===== src/rtl/ps2_pkg.sv =====
// Shared definitions for the PS/2 keyboard front end: frame FSM states and the
// scan codes the arrow decoder recognises.
package ps2_pkg;

  typedef enum logic [1:0] {
    IDLE   = 2'd0,
    DATA   = 2'd1,
    PARITY = 2'd2,
    STOP   = 2'd3
  } ps2_state_t;

  localparam int TO_CNT_W = 12;

  localparam logic [7:0] SC_EXT   = 8'hE0;
  localparam logic [7:0] SC_BRK   = 8'hF0;
  localparam logic [7:0] SC_UP    = 8'h75;
  localparam logic [7:0] SC_DOWN  = 8'h72;
  localparam logic [7:0] SC_LEFT  = 8'h6B;
  localparam logic [7:0] SC_RIGHT = 8'h74;

endpackage


===== src/rtl/ps2_frame_rx.sv =====
// PS/2 deframer: pin synchronisers, optional ps2_clk glitch filter (PS2_GLITCH_FILTER_EN),
// 11-bit frame FSM with parity/stop checks and an inactivity timeout.
module ps2_frame_rx
  import ps2_pkg::*;
#(
  parameter int TIMEOUT_CYCLES = 2500
`ifdef PS2_GLITCH_FILTER_EN
  ,
  parameter int FILTER_LEN = 4
`endif
) (
  input  logic       i_clk,
  input  logic       i_rst,
  input  logic       i_ps2_clk,
  input  logic       i_ps2_data,
  output logic [7:0] o_scan_code,
  output logic       o_scan_valid,
  output logic       o_frame_err
);

  localparam logic [TO_CNT_W-1:0] TO_LAST = TO_CNT_W'(TIMEOUT_CYCLES - 1);

  logic [1:0]          r_clk_sync;
  logic [1:0]          r_data_sync;
  logic                r_clk_prev;
  logic                w_clk_filt;
  logic                w_fall;
  logic                w_data;
  logic                w_timeout;

  ps2_state_t          r_state, w_state_nxt;
  logic [2:0]          r_bit_cnt, w_bit_cnt_nxt;
  logic                r_par, w_par_nxt;
  logic                r_par_ok, w_par_ok_nxt;
  logic [7:0]          r_shreg, w_shreg_nxt;
  logic [7:0]          r_scan_code, w_scan_code_nxt;
  logic                r_scan_valid, w_scan_valid_nxt;
  logic                r_frame_err, w_frame_err_nxt;
  logic [TO_CNT_W-1:0] r_to_cnt;

  always_ff @(posedge i_clk or posedge i_rst) begin
    if (i_rst) begin
      r_clk_sync  <= 2'b11;
      r_data_sync <= 2'b11;
    end else begin
      r_clk_sync  <= {r_clk_sync[0], i_ps2_clk};
      r_data_sync <= {r_data_sync[0], i_ps2_data};
    end
  end

`ifdef PS2_GLITCH_FILTER_EN
  localparam int FLT_W = $clog2(FILTER_LEN + 1);

  logic [FLT_W-1:0] r_flt_cnt;
  logic             r_clk_filt;

  // Output follows the synchronised clock only after FILTER_LEN differing samples in a row.
  always_ff @(posedge i_clk or posedge i_rst) begin
    if (i_rst) begin
      r_flt_cnt  <= '0;
      r_clk_filt <= 1'b1;
    end else if (r_clk_sync[1] == r_clk_filt) begin
      r_flt_cnt  <= '0;
    end else if (r_flt_cnt == FLT_W'(FILTER_LEN - 1)) begin
      r_flt_cnt  <= '0;
      r_clk_filt <= r_clk_sync[1];
    end else begin
      r_flt_cnt  <= r_flt_cnt + FLT_W'(1);
    end
  end

  assign w_clk_filt = r_clk_filt;
`else
  assign w_clk_filt = r_clk_sync[1];
`endif

  always_ff @(posedge i_clk or posedge i_rst) begin
    if (i_rst) begin
      r_clk_prev <= 1'b1;
    end else begin
      r_clk_prev <= w_clk_filt;
    end
  end

  assign w_fall    = r_clk_prev & ~w_clk_filt;
  assign w_data    = r_data_sync[1];
  assign w_timeout = (r_state != IDLE) && !w_fall && (r_to_cnt == TO_LAST);

  always_ff @(posedge i_clk or posedge i_rst) begin
    if (i_rst) begin
      r_to_cnt <= '0;
    end else if (r_state == IDLE || w_fall) begin
      r_to_cnt <= '0;
    end else if (r_to_cnt != TO_LAST) begin
      r_to_cnt <= r_to_cnt + TO_CNT_W'(1);
    end
  end

  always_ff @(posedge i_clk or posedge i_rst) begin
    if (i_rst) begin
      r_state      <= IDLE;
      r_bit_cnt    <= '0;
      r_par        <= 1'b0;
      r_par_ok     <= 1'b0;
      r_shreg      <= '0;
      r_scan_code  <= '0;
      r_scan_valid <= 1'b0;
      r_frame_err  <= 1'b0;
    end else begin
      r_state      <= w_state_nxt;
      r_bit_cnt    <= w_bit_cnt_nxt;
      r_par        <= w_par_nxt;
      r_par_ok     <= w_par_ok_nxt;
      r_shreg      <= w_shreg_nxt;
      r_scan_code  <= w_scan_code_nxt;
      r_scan_valid <= w_scan_valid_nxt;
      r_frame_err  <= w_frame_err_nxt;
    end
  end

  // A falling edge takes priority over the timeout, so a late-but-valid edge is never lost.
  always_comb begin
    w_state_nxt      = r_state;
    w_bit_cnt_nxt    = r_bit_cnt;
    w_par_nxt        = r_par;
    w_par_ok_nxt     = r_par_ok;
    w_shreg_nxt      = r_shreg;
    w_scan_code_nxt  = r_scan_code;
    w_scan_valid_nxt = 1'b0;
    w_frame_err_nxt  = 1'b0;

    case (r_state)
      IDLE: begin
        if (w_fall && !w_data) begin
          w_state_nxt   = DATA;
          w_bit_cnt_nxt = '0;
          w_par_nxt     = 1'b0;
        end
      end
      DATA: begin
        if (w_fall) begin
          w_shreg_nxt   = {w_data, r_shreg[7:1]};
          w_par_nxt     = r_par ^ w_data;
          w_bit_cnt_nxt = r_bit_cnt + 3'd1;
          if (r_bit_cnt == 3'd7) begin
            w_state_nxt = PARITY;
          end
        end
      end
      PARITY: begin
        if (w_fall) begin
          w_par_ok_nxt = r_par ^ w_data;
          w_state_nxt  = STOP;
        end
      end
      STOP: begin
        if (w_fall) begin
          if (w_data && r_par_ok) begin
            w_scan_code_nxt  = r_shreg;
            w_scan_valid_nxt = 1'b1;
          end else begin
            w_frame_err_nxt  = 1'b1;
          end
          w_state_nxt = IDLE;
        end
      end
      default: begin
        w_state_nxt = IDLE;
      end
    endcase

    if (w_timeout) begin
      w_state_nxt     = IDLE;
      w_frame_err_nxt = 1'b1;
    end
  end

  assign o_scan_code  = r_scan_code;
  assign o_scan_valid = r_scan_valid;
  assign o_frame_err  = r_frame_err;

endmodule


===== src/rtl/ps2_kbd_rx.sv =====
// PS/2 keyboard front end: deframer plus E0/F0 decoder producing arrow-key held levels.
// PS2_GLITCH_FILTER_EN enables the ps2_clk glitch filter inside the deframer.
module ps2_kbd_rx
  import ps2_pkg::*;
#(
  parameter int TIMEOUT_CYCLES = 2500
`ifdef PS2_GLITCH_FILTER_EN
  ,
  parameter int FILTER_LEN = 4
`endif
) (
  input  logic       i_vga_clk,
  input  logic       i_reset,
  input  logic       i_ps2_clk,
  input  logic       i_ps2_data,
  output logic [7:0] o_scan_code,
  output logic       o_scan_valid,
  output logic       o_frame_err,
  output logic       o_key_up,
  output logic       o_key_down,
  output logic       o_key_left,
  output logic       o_key_right,
  output logic       o_key_event
);

  logic [7:0] w_scan_code;
  logic       w_scan_valid;
  logic       w_frame_err;

  logic       r_ext, w_ext_nxt;
  logic       r_brk, w_brk_nxt;
  logic [3:0] r_keys, w_keys_nxt;
  logic [3:0] w_sel;
  logic       r_key_event;

  ps2_frame_rx #(
    .TIMEOUT_CYCLES(TIMEOUT_CYCLES)
`ifdef PS2_GLITCH_FILTER_EN
    ,
    .FILTER_LEN(FILTER_LEN)
`endif
  ) u_frame_rx (
    .i_clk       (i_vga_clk),
    .i_rst       (i_reset),
    .i_ps2_clk   (i_ps2_clk),
    .i_ps2_data  (i_ps2_data),
    .o_scan_code (w_scan_code),
    .o_scan_valid(w_scan_valid),
    .o_frame_err (w_frame_err)
  );

  // r_keys is packed {up, down, left, right}; only E0-prefixed arrow codes touch it.
  always_comb begin
    w_ext_nxt  = r_ext;
    w_brk_nxt  = r_brk;
    w_keys_nxt = r_keys;
    w_sel      = 4'b0000;

    if (w_frame_err) begin
      w_ext_nxt = 1'b0;
      w_brk_nxt = 1'b0;
    end else if (w_scan_valid) begin
      if (w_scan_code == SC_EXT) begin
        w_ext_nxt = 1'b1;
      end else if (w_scan_code == SC_BRK) begin
        w_brk_nxt = 1'b1;
      end else begin
        if (r_ext) begin
          case (w_scan_code)
            SC_UP:    w_sel = 4'b1000;
            SC_DOWN:  w_sel = 4'b0100;
            SC_LEFT:  w_sel = 4'b0010;
            SC_RIGHT: w_sel = 4'b0001;
            default:  w_sel = 4'b0000;
          endcase
        end
        w_ext_nxt = 1'b0;
        w_brk_nxt = 1'b0;
      end
    end

    for (int i = 0; i < 4; i++) begin
      if (w_sel[i]) begin
        w_keys_nxt[i] = ~r_brk;
      end
    end
  end

  always_ff @(posedge i_vga_clk or posedge i_reset) begin
    if (i_reset) begin
      r_ext       <= 1'b0;
      r_brk       <= 1'b0;
      r_keys      <= 4'b0000;
      r_key_event <= 1'b0;
    end else begin
      r_ext       <= w_ext_nxt;
      r_brk       <= w_brk_nxt;
      r_keys      <= w_keys_nxt;
      r_key_event <= (w_keys_nxt != r_keys);
    end
  end

  assign o_scan_code  = w_scan_code;
  assign o_scan_valid = w_scan_valid;
  assign o_frame_err  = w_frame_err;
  assign o_key_up     = r_keys[3];
  assign o_key_down   = r_keys[2];
  assign o_key_left   = r_keys[1];
  assign o_key_right  = r_keys[0];
  assign o_key_event  = r_key_event;

endmodule


===== config.mk =====
export PLATFORM = sky130hd
export DESIGN_NAME = ps2_kbd_rx
export DESIGN_NICKNAME = d
export VERILOG_FILES = /design/src/rtl/ps2_pkg.sv /design/src/rtl/ps2_frame_rx.sv /design/src/rtl/ps2_kbd_rx.sv
export SDC_FILE = /design/constraint.sdc
export NUM_CORES = 1
export LEC_CHECK = 0
export ABC_CLOCK_PERIOD_IN_PS = 1700
export CORE_MARGIN = 4
export CORE_UTILIZATION = 42
export CTS_BUF_LIST = sky130_fd_sc_hd__clkbuf_4 sky130_fd_sc_hd__clkbuf_8
export DETAILED_ROUTE_END_ITERATION = 10
export SLEW_MARGIN = 20
export SYNTH_ARGS = -nofsm -noshare
export SYNTH_HDL_FRONTEND = slang
export SYNTH_SLANG_ARGS = --single-unit

===== constraint.sdc =====
create_clock -name i_vga_clk -period 1.7 [get_ports i_vga_clk]
set_clock_uncertainty 0.2 [all_clocks]
set_input_delay 0.17 -clock i_vga_clk [delete_from_list [all_inputs] [get_ports i_vga_clk]]
set_output_delay 0.17 -clock i_vga_clk [all_outputs]
set_load 0.005 [all_outputs]

==> After elaboration in Yosys (flattened, before gate mapping) <==
Index checks and enable logic that the tools add are counted.
{ "totals": {"elab_cells": 103, "inputBits": 4, "reg_bits": 49} }
{ "op_classes": {"n_addsub": 2, "n_eq_ne": 22, "reduce_logical": 19, "bitwise": 4, "n_mux": 40} }
{ "ops": {"columns": ["operator", "count"], "rows": [
  ["equality test 8 x 7 -> 1 bit (second input constant)", 4],
  ["2-to-1 mux 12 bit", 2],
  ["2-to-1 mux 1 bit", 21],
  ["2-to-1 mux 4 bit", 5],
  ["equality test 8 bit (second input constant)", 2],
  ["case mux 4 bit (4 select lines)", 1],
  ["adder 12 x 1 -> 12 bit (second input constant)", 1],
  ["equality test 12 bit (second input constant)", 1],
  ["2-to-1 mux 2 bit", 6],
  ["inequality test 12 bit (second input constant)", 1],
  ["inequality test 3 x 1 -> 1 bit (second input constant)", 4],
  ["case mux 2 bit (4 select lines)", 1],
  ["AND reduction 2 bit", 4],
  ["nonzero test 2 bit", 4],
  ["2-to-1 mux 3 bit", 2],
  ["inequality test 3 x 2 -> 1 bit (second input constant)", 2],
  ["case mux 3 bit (2 select lines)", 1],
  ["AND reduction 3 bit", 2],
  ["AND reduction 5 bit", 1],
  ["equality test 2 bit (second input constant)", 2],
  ["logical AND 1 bit", 4],
  ["inequality test 2 x 1 -> 1 bit (second input constant)", 2],
  ["inequality test 4 bit", 1],
  ["adder 3 x 1 -> 3 bit (second input constant)", 1],
  ["10 further kinds", 12]
]} }

==> Longest topological paths before layout <==
Gate-level depths: netlist (run 1).
{ "logic_depth": {"word_depth": 9, "ltp_mapped": 7} }

==> Hierarchy <==
Synthesis (run 1) repeated with hierarchy kept, for this count alone.
{ "hier_totals": {"cells_unflattened": 209, "hier_area_um2": 2387.3} }
{ "modules_own_cells": {"columns": ["mod", "cells_per_inst", "n_inst", "seq_area_each_um2", "area_per_inst_um2"], "rows": [
  ["ps2_frame_rx", 162, 1, 1057.3, 1949.4],
  ["ps2_kbd_rx", 47, 1, 175.2, 437.9]
]} }

==> Worst setup path before layout (run 1) <==
Ideal clock, no wire load.
{ "synth_timing": {"kind": "register to register", "from": "register u_frame_rx.r_scan_code[1] (netlist: u_frame_rx.o_scan_code[1])", "to": "register r_keys[3]", "setup_slack_ns": -0.157, "arrival_ns": 1.532, "stages_incl_launch_ff": 5, "synth_period_minus_slack_ns": 1.857, "path_buffers": 0, "setup_ns": 0.125, "path_cell_list": "dfrtp_1 > or4b_4 > nor4_4 > nand2_2 > mux2_4"} }
{ "synth_via": {"elab_chain_cells": 8, "word_cells_on_any_way": 13, "cone_classes": "6 x eq/ne; 7 x mux"} }
{ "synth_rtl": {"columns": ["item", "line", "rtl"], "rows": [
  ["start, declared", "ps2_frame_rx.sv:36", "logic [7:0] r_scan_code, w_scan_code_nxt;"],
  ["start signal, assigned", "ps2_frame_rx.sv:115", "r_scan_code <= w_scan_code_nxt;"],
  ["equality test 8 x 7 -> 1 bit", "ps2_kbd_rx.sv:69", "case (w_scan_code)"],
  ["case mux 4 bit (4 select lines)", "ps2_kbd_rx.sv:69", null],
  ["2-to-1 mux 4 bit", "ps2_kbd_rx.sv:68", "if (r_ext) begin"],
  ["2-to-1 mux 4 bit", "ps2_kbd_rx.sv:65", "end else if (w_scan_code == SC_BRK) begin"],
  ["2-to-1 mux 4 bit *", "ps2_kbd_rx.sv:63", "if (w_scan_code == SC_EXT) begin"],
  ["2-to-1 mux 4 bit *", "ps2_kbd_rx.sv:62", "end else if (w_scan_valid) begin"],
  ["2-to-1 mux 4 bit *", "ps2_kbd_rx.sv:59", "if (w_frame_err) begin"],
  ["2-to-1 mux 1 bit *", "ps2_kbd_rx.sv:83", "if (w_sel[i]) begin"],
  ["net w_keys_nxt[3]", "ps2_kbd_rx.sv:32", "logic [3:0] r_keys, w_keys_nxt;"],
  ["end signal, assigned", "ps2_kbd_rx.sv:98", "r_keys <= w_keys_nxt;"],
  ["end, declared", "ps2_kbd_rx.sv:32", null]
]} }
The timed path passes the listed nets; every way through them passes the cells marked *.
A chain may end at the register's enable or synchronous reset.

==> Worst setup path after layout (run 1) <==
Same ends and word-level chain as after synthesis.

==> results by group, run 1 <==
Logic synthesis
  – Syn Nets: 210
  – Sequential element share of the synthesized area: 53.97%
  – Syn. warnings: 0
  – Number of synthesized flops with an enable pin: 0
  – Syn_area_per_cell: 11.47 µm²
  – Synthesized area: approximately 2300 µm²
  – Dominant synthesized flop cell: dfrtp_1
  – #FFs+latches synth: 49
  – Synth cell types: 45
  – Synth Instances: 199
  – Async set-or-reset flop fraction in the synthesized netlist: 100.0%

STA
  – Min cycle time layout: 1811 ps
  – RSZ-0062 raised after global routing: true
  – TNS Setup: -755.3 ps
  – Maximum clock rate: between 0.5 and 0.6 GHz
  – Final hold violations: 0
  – Min setup slack post-route: -110.8 ps
  – Slew @ Worst Pin: 323.0 ps
  – Final setup viols: 13
  – Tcrit/Tclk final: 106.5%
  – Slew headroom: 78.17%
  – Fin. max-slew vios: 0

Place
  – Worst slack at placement: -150.8 ps
  – Dpl hpwl: 3238 µm
  – Port bufs: 18
  – RePlAce Congestion: 0.8107

Clock tree
  – Clock input transition at the sequential cells of the worst setup and hold paths: 90 ps
  – H-Tree Level Count: 2
  – Root buffer cell: clkbuf_8
  – Clock buffer count from CTS: 5
  – Clock latency on the worst-skew pair: 300 ps
  – CTS sink cnt: 49
  – Clock Tree Buf Depth: 2
  – CTS tree: done
  – Hold-fix buffers, CTS: 0

Power
  – Largest vdd supply drop: 670.6 µV
  – Leakage: 1.495 nW
  – Pwr dens: 1175 nW/µm²

Critical path
  – R2R cell count: 4
  – CP arrival: 1810 ps
  – Slowest stage cell, crit path: or4b_4
  – Register-to-register setup slack: -110 ps
  – Worst Setup SP: u_frame_rx.o_scan_code[1]
  – CP endpoint kind: register
  – Worst-path maximum fanout: 2
  – Worst r2r src: u_frame_rx.o_scan_code[1]
  – Worst path cell trace: or4b_4 -> nor4_4 -> nand2_2 -> mux2_4
  – FF-to-FF End: r_keys[3]
  – CP peak stage delay: 550 ps
  – Critical Path End: r_keys[3]
  – CP Class: register to register
  – Setup crit start kind: register
  – Worst EP required: 1700 ps

Run status
  – Failing checks: setup timing
  – Run status: complete, but fails checks

Detailed routing
  – Mean number of vias per cell: 5.163
  – Vias: about 1.6k
  – Post-DRT Antenna Nets: 0
  – Remaining DRCs: 0
  – DRT iter0 DRCs: 103
  – First drt pass iteration count: 4
  – Final wirelength: 4547 µm
  – WL per Instance: 14.25 µm

Layout
  – Ant diodes: 0
  – Layout cell share with drive strength beyond 1: between 30% and 40%
  – Commonest non-fill, non-tap cell in the layout: dfrtp_1
  – Area grow syn2layout: 33.21%
  – Nets: 259
  – Most frequent cells in the layout: 42 x dfrtp_1, 24 x buf_4, 13 x nor2_1

Floorplan
  – Die area: ~6700 µm²
  – Die X: slightly above 80 µm
  – Total number of placement rows: 26
  – Initial Util: between 40% and 50%
  – Top-Level Pins: 19
  – Die height: 81.74 µm
  – Core Box Area: 5172 µm²

Global routing
  – Vias in the first global route: 1,768
  – Gr usage total: 15.22%
  – Antenna violations before repair: 0
  – Pin count of the biggest net entering global routing: 50
  – Global-route wire length before repair: ~7700 µm
  – Grt ovf: 0

Flow run
  – Max capacitance violation total: 0

Min path
  – Worst min-delay path class: input port to asynchronous set/reset pin
==> sequential cells by signal, summed over array words and instances, names as in the netlist <==
name	count
u_frame_rx.r_shreg	8
u_frame_rx.r_clk_sync	2
u_frame_rx.r_clk_prev	1
u_frame_rx.o_scan_code	8
u_frame_rx.o_scan_valid	1
u_frame_rx.r_data_sync	2
u_frame_rx.r_state	2
r_keys	4
u_frame_rx.r_bit_cnt	3
r_ext	1
u_frame_rx.r_par_ok	1
u_frame_rx.o_frame_err	1
u_frame_rx.r_to_cnt	12
u_frame_rx.r_par	1
o_key_event	1
r_brk	1
==> per-stage QoR <==
stage	area (µm²)	cells	power [mW]	hold WS, ps	util, %
final	3042	319	3.575	22.47	58.80
after global routing	3042	319	3.828	50.54	58.80
after CTS	2900	317	3.410	30.66	56.07
after detailed placement	2760	308	2.682	148.1	53.36
after global placement	2760	308	2.578	145.5	53.36
after floorplan	2301	199	2.231	-25.52	-
==> synth_stat cells, types with 2 or more instances <==
cell / n / area, µm²
nand4_1: 4 / 25.02
nor4b_1: 2 / 17.52
a22o_1: 2 / 17.52
mux2i_1: 4 / 40.04
nand3_1: 9 / 45.04
o22ai_1: 2 / 12.51
mux2_2: 16 / 180.2
clkbuf_1: 4 / 15.01
buf_2: 2 / 10.01
o21ai_0: 6 / 30.03
a221oi_1: 2 / 17.52
dfrtp_1: 44 / 1101
inv_1: 10 / 37.54
nand2b_1: 3 / 18.77
nor2_1: 14 / 52.55
nand2_1: 12 / 45.04
nor3_1: 3 / 15.01
xnor2_1: 4 / 35.03
ha_1: 7 / 87.58
a21oi_1: 7 / 35.03
a31oi_1: 5 / 31.28
or3_1: 3 / 18.77
nand3b_1: 3 / 22.52
xor2_1: 6 / 52.55
dfstp_2: 5 / 131.4
==> kinds of logic after synthesis <==
family | Yosys count | synth area share [%]
buffers and inverters | 17 | 2.904
flip-flops | 49 | 53.97
XOR/XNOR | 10 | 3.835
AO/OA/AOI/OAI | 29 | 8.055
adder cells (fa/ha/maj) | 7 | 3.835
multiplexers | 22 | 10.79
AND/OR/NAND/NOR | 65 | 16.60
==> power breakdown <==
part / total [mW] / internal (mW) / switching [mW] / leakage, nW
logic: 1.30 / 0.743 / 0.559 / 0.812
registers: 1.61 / 1.39 / 0.216 / 0.639
clock network: 0.663 / 0.284 / 0.379 / 0.0439
==> worst max-delay path: cells and delay by family (launching register included) <==
kind	cells	cell delay, ps
AND/OR/NAND/NOR	3	830
flip-flops	1	380
multiplexers	1	300
==> what timing repair did <==
| action | CTS | global route |
|---|---|---|
| gates cloned | 0 | 0 |
| buffers inserted | 1 | 2 |
| resized for setup | 13 | 31 |
| endpoints found under the setup margin | 18 | 48 |
| hold endpoints to repair | 0 | 0 |
| pin swaps | 4 | 7 |
==> routing by layer <==
| layer | global-route usage [%] | vias up | routed length [µm] | share of wire (%) |
|---|---|---|---|---|
| met1 | 17.25 | 810 | 1949 | 43 |
| li1 | - | 804 | - | - |
| met2 | 26.90 | 28 | 2352 | 52 |
| met3 | 4.496 | 5 | 187 | 4.1 |
| met4 | 5.648 | 0 | 58 | 1.3 |
| met5 | 0 | - | 0 | 0 |
==> how the worst min path moves through the flow <==
| stage | start | to | slack (ps) | cells past startpoint |
|---|---|---|---|---|
| after floorplan | i_ps2_clk | u_frame_rx.r_clk_sync[0] | -30 | 0 |
| after global placement | u_frame_rx.r_clk_sync[0] | u_frame_rx.r_clk_sync[1] | 150 | 0 |
| after detailed placement | u_frame_rx.r_data_sync[0] | u_frame_rx.r_data_sync[1] | 150 | 0 |
| after CTS | i_reset | u_frame_rx.r_to_cnt[11] | 30 | 3 |
| after global routing | i_reset | u_frame_rx.r_shreg[3] | 50 | 3 |
| final | i_reset | u_frame_rx.r_to_cnt[9] | 20 | 3 |
==> layout make-up <==
type | count | area (µm²)
Clock inverter | 3 | 17.52
Clock buffer | 5 | 68.82
Inverter | 11 | 41.29
Timing Repair Buffer | 48 | 459.2
Tap cell | 70 | 87.58
Sequential cell | 49 | 1235
Fill cell | 424 | 2131
Multi-Input combinational cell | 133 | 1132
Power figures use the tool's default switching activity.
==> run 2: changes to the inputs <==
Settings changed: SYNTH_HIERARCHICAL set to 1.
==> results by group, run 2 <==
Logic synthesis
  – Synth area leaders: dfrtp_1 46%, mux2_2 8.0%, dfstp_2 5.5%
  – Async set-or-reset flop fraction in the synthesized netlist: 100.0% (unchanged)
  – Syn_area_per_cell: 11.42 µm² (-0.45%)
  – Top-count cell post-synth: dfrtp_1
  – Synth cell types: 52 (+16%)
  – #FFs+latches synth: 49 (unchanged)
  – Top cells by count, synth: 44 x dfrtp_1, 17 x mux2_2, 14 x nor2_1
  – Sequential element share of the synthesized area: 51.62% (-2.3 points)
  – Dominant synthesized flop cell: dfrtp_1
  – Leading area contributor after synthesis: dfrtp_1
  – Synthesized area: 2387 µm² (+4.5%)
  – Synth Instances: 209 (+5.0%)
  – Syn Nets: 221 (+5.2%)
  – Top cell type's share of synthesized area: 46.12% (-2.1 points)
  – Syn. warnings: 6 (+6)
  – Number of synthesized flops with an enable pin: 0 (unchanged)

Critical path
  – Worst-path maximum fanout: 3 (+1)
  – CP Class: register to register
  – Setup crit start kind: register
  – Worst EP required: 1730 ps (+30 ps)
  – CP arrival: 1880 ps (+70 ps)
  – CP endpoint kind: register

Run status
  – Failing checks: setup timing
  – Run status: complete, but fails checks

Global routing
  – Met3 GRT Util: 2.679% (-1.8 points)
  – Vias in the first global route: 1,622 (-8.3%)
  – Gr usage total: 13.32% (-1.9 points)
  – Pin count of the biggest net entering global routing: 43 (-14%)
  – GR peak layer: met2
  – Antenna violations before repair: 0 (unchanged)
  – Met2 Usage GRT: 21.72% (-5.2 points)
  – Grt ovf: 0 (unchanged)
  – GR Util met1: 17.11% (-0.14 points)
  – Global-route wire length before repair: 7603 µm (-1.6%)

Place
  – Dpl hpwl: 3136 µm (-3.1%)
  – RePlAce Congestion: 0.7386 (-8.9%)
  – Worst slack at placement: -82.20 ps (+68.62 ps)
  – Port bufs: 18 (unchanged)
  – Placement Cell Area: 2850 µm² (+3.3%)

Power
  – Reg power frac: 40.6% (-4.4 points)
  – NetSw: 1.258 mW (+9.1%)
  – Logic gate share of total power: 37.8% (+1.4 points)
  – Sw frac: 31.45% (-0.81 points)
  – Total Power: 4.001 mW (+12%)
  – Clock power share: 21.6% (+3.1 points)
  – Pint: 2.743 mW (+13%)
  – Leakage: 1.528 nW (+2.2%)
  – Largest vdd supply drop: 552.4 µV (-18%)
  – Pwr dens: 1254 nW/µm² (+6.7%)

Clock tree
  – Root buffer cell: clkbuf_8
  – Clock input transition at the sequential cells of the worst setup and hold paths: 90 ps (about the same)
  – Clock Tree Buf Depth: 2 (unchanged)
  – CTS tree: done
  – H-Tree Level Count: 2 (unchanged)
  – Clock latency on the worst-skew pair: 300 ps (about the same)
  – CTS sink cnt: 49 (unchanged)
  – Clock buffer count from CTS: 5 (unchanged)

Layout
  – Fillers: 456 (+7.5%)
  – Ant diodes: 0 (unchanged)
  – Largest register FFs: 12 (unchanged)
  – Area occupied by multi-input gates: 1201 µm² (+6.1%)
  – Final core area utilization: 57.94% (-0.86 points)
  – Commonest non-fill, non-tap cell in the layout: dfrtp_1
  – Most flops, register: u_frame_rx/r_to_cnt
  – Area grow syn2layout: 33.65%
  – Nets: 277 (+6.9%)
  – Seq. cell area: 1235 µm² (unchanged)
  – Final Cell Area: 3191 µm² (+4.9%)
  – Layout cell share with drive strength beyond 1: 39.85% (+3.7 points)
  – Most frequent cells in the layout: 42 x dfrtp_1, 33 x buf_4, 17 x mux2_2

Floorplan
  – Die height: 83.39 µm (+2.0%)
  – Die X: 83.39 µm (+2.0%)
  – Core Box Area: 5507 µm² (+6.5%)
  – Die area: 6954 µm² (+4.1%)
  – Top-Level Pins: 19 (unchanged)
  – Total number of placement rows: 27 (+3.8%)
  – Initial Util: 43.35% (-0.79 points)

STA
  – Min setup slack post-route: -152.4 ps (-41.61 ps)
  – Final hold violations: 0 (unchanged)
  – Fin. max-slew vios: 0 (unchanged)
  – Slew @ Worst Pin: 347.3 ps (+24.32 ps)
  – RSZ-0062 raised after global routing: true
  – Min cycle time layout: 1852 ps (+41.61 ps)
  – Slew headroom: 76.84% (-1.3 points)
  – Maximum clock rate: 0.5398 GHz (-2.2%)
  – Tcrit/Tclk final: 109.0% (+2.4 points)
  – Final setup viols: 3 (-10)

Detailed routing
  – Final wirelength: 4572 µm (+0.55%)
  – Vias: 1,712 (+3.9%)
  – Mean number of vias per cell: 5.065 (-1.9%)
  – Post-DRT Antenna Nets: 0 (unchanged)
  – DRT iter0 DRCs: 62 (-40%)
  – First drt pass iteration count: 4 (unchanged)
  – WL per Instance: 13.53 µm (-5.1%)
  – Remaining DRCs: 0 (unchanged)

Flow run
  – Max capacitance violation total: 0 (unchanged)

Min path
  – Worst min-delay path class: input port to register
## run 2: per-layer routing
| metal | vias to the layer above | part of all wire, % |
|---|---|---|
| met5 | - | 0 |
| met4 | 0 | 1.3 |
| met3 | 5 | 3.1 |
| met2 | 23 | 48 |
| met1 | 831 | 48 |
| li1 | 853 | - |
## run 2: power by group through the flow
stage	Combinational [mW]	Clock, mW	Sequential (mW)
final	1.51	0.864	1.62
after global routing	1.66	0.953	1.66
after CTS	1.30	0.895	1.62
after detailed placement	1.22	0	1.63
after global placement	1.20	0	1.63
after floorplan	0.754	0	1.60
## run 2: cells by family after synthesis
group / Yosys count / synth area share, %
compound gates: 31 / 8.491
xor+xnor: 12 / 4.402
simple gates: 69 / 17.30
mux: 23 / 10.53
fa+ha+maj: 8 / 4.193
buf+inv: 17 / 3.459
flops: 49 / 51.63
## run 2: cell type report
cell class / count / area share, %
Tap cell: 72 / 2.824
Multi-Input combinational cell: 143 / 37.65
Clock buffer: 6 / 2.588
Clock inverter: 2 / 1.176
Sequential cell: 49 / 38.71
Timing Repair Buffer: 56 / 15.88
Inverter: 10 / 1.176
## run 2: path summary, 6_finish.rpt
check	startpoint	to	slack, ps	cells past startpoint
setup / recovery	u_frame_rx/o_scan_code[3]	r_keys[0]	-150	5
hold / removal	i_ps2_clk	u_frame_rx/r_clk_sync[0]	70	1
setup reg to reg	u_frame_rx/o_scan_code[3]	r_keys[0]	-150	5
hold reg to reg	u_frame_rx/r_data_sync[0]	u_frame_rx/r_data_sync[1]	160	0
max in group asynchronous	i_reset	u_frame_rx/r_clk_sync[0]	430	4
min in group asynchronous	i_reset	r_keys[1]	470	3
## run 2: through the flow
step | hold WS, ps | std cells | TNS (ps)
2_1_floorplan | -226.6 | 209 | -45.50
5_1_grt | 53.22 | 338 | -621.5
6_report | 65.36 | 338 | -315.8
4_1_cts | 56.03 | 332 | -206.2
3_3_place_gp | 147.5 | 322 | -440.3
3_5_place_dp | 148.2 | 322 | -815.4
## run 2: critical path, cell delays in order (launching register included)
cell and delay, ps:
dfrtp_1 390, nor4bb_1 320, buf_4 170, or3b_4 410
nor2_4 100, mux2i_1 180
## run 2: repair_timing
action	CTS	global route
resized for setup	12	34
pin swaps	3	5
hold endpoints to repair	7	0
hold buffers	1	0
setup endpoints to repair	19	28
buffers inserted	1	6
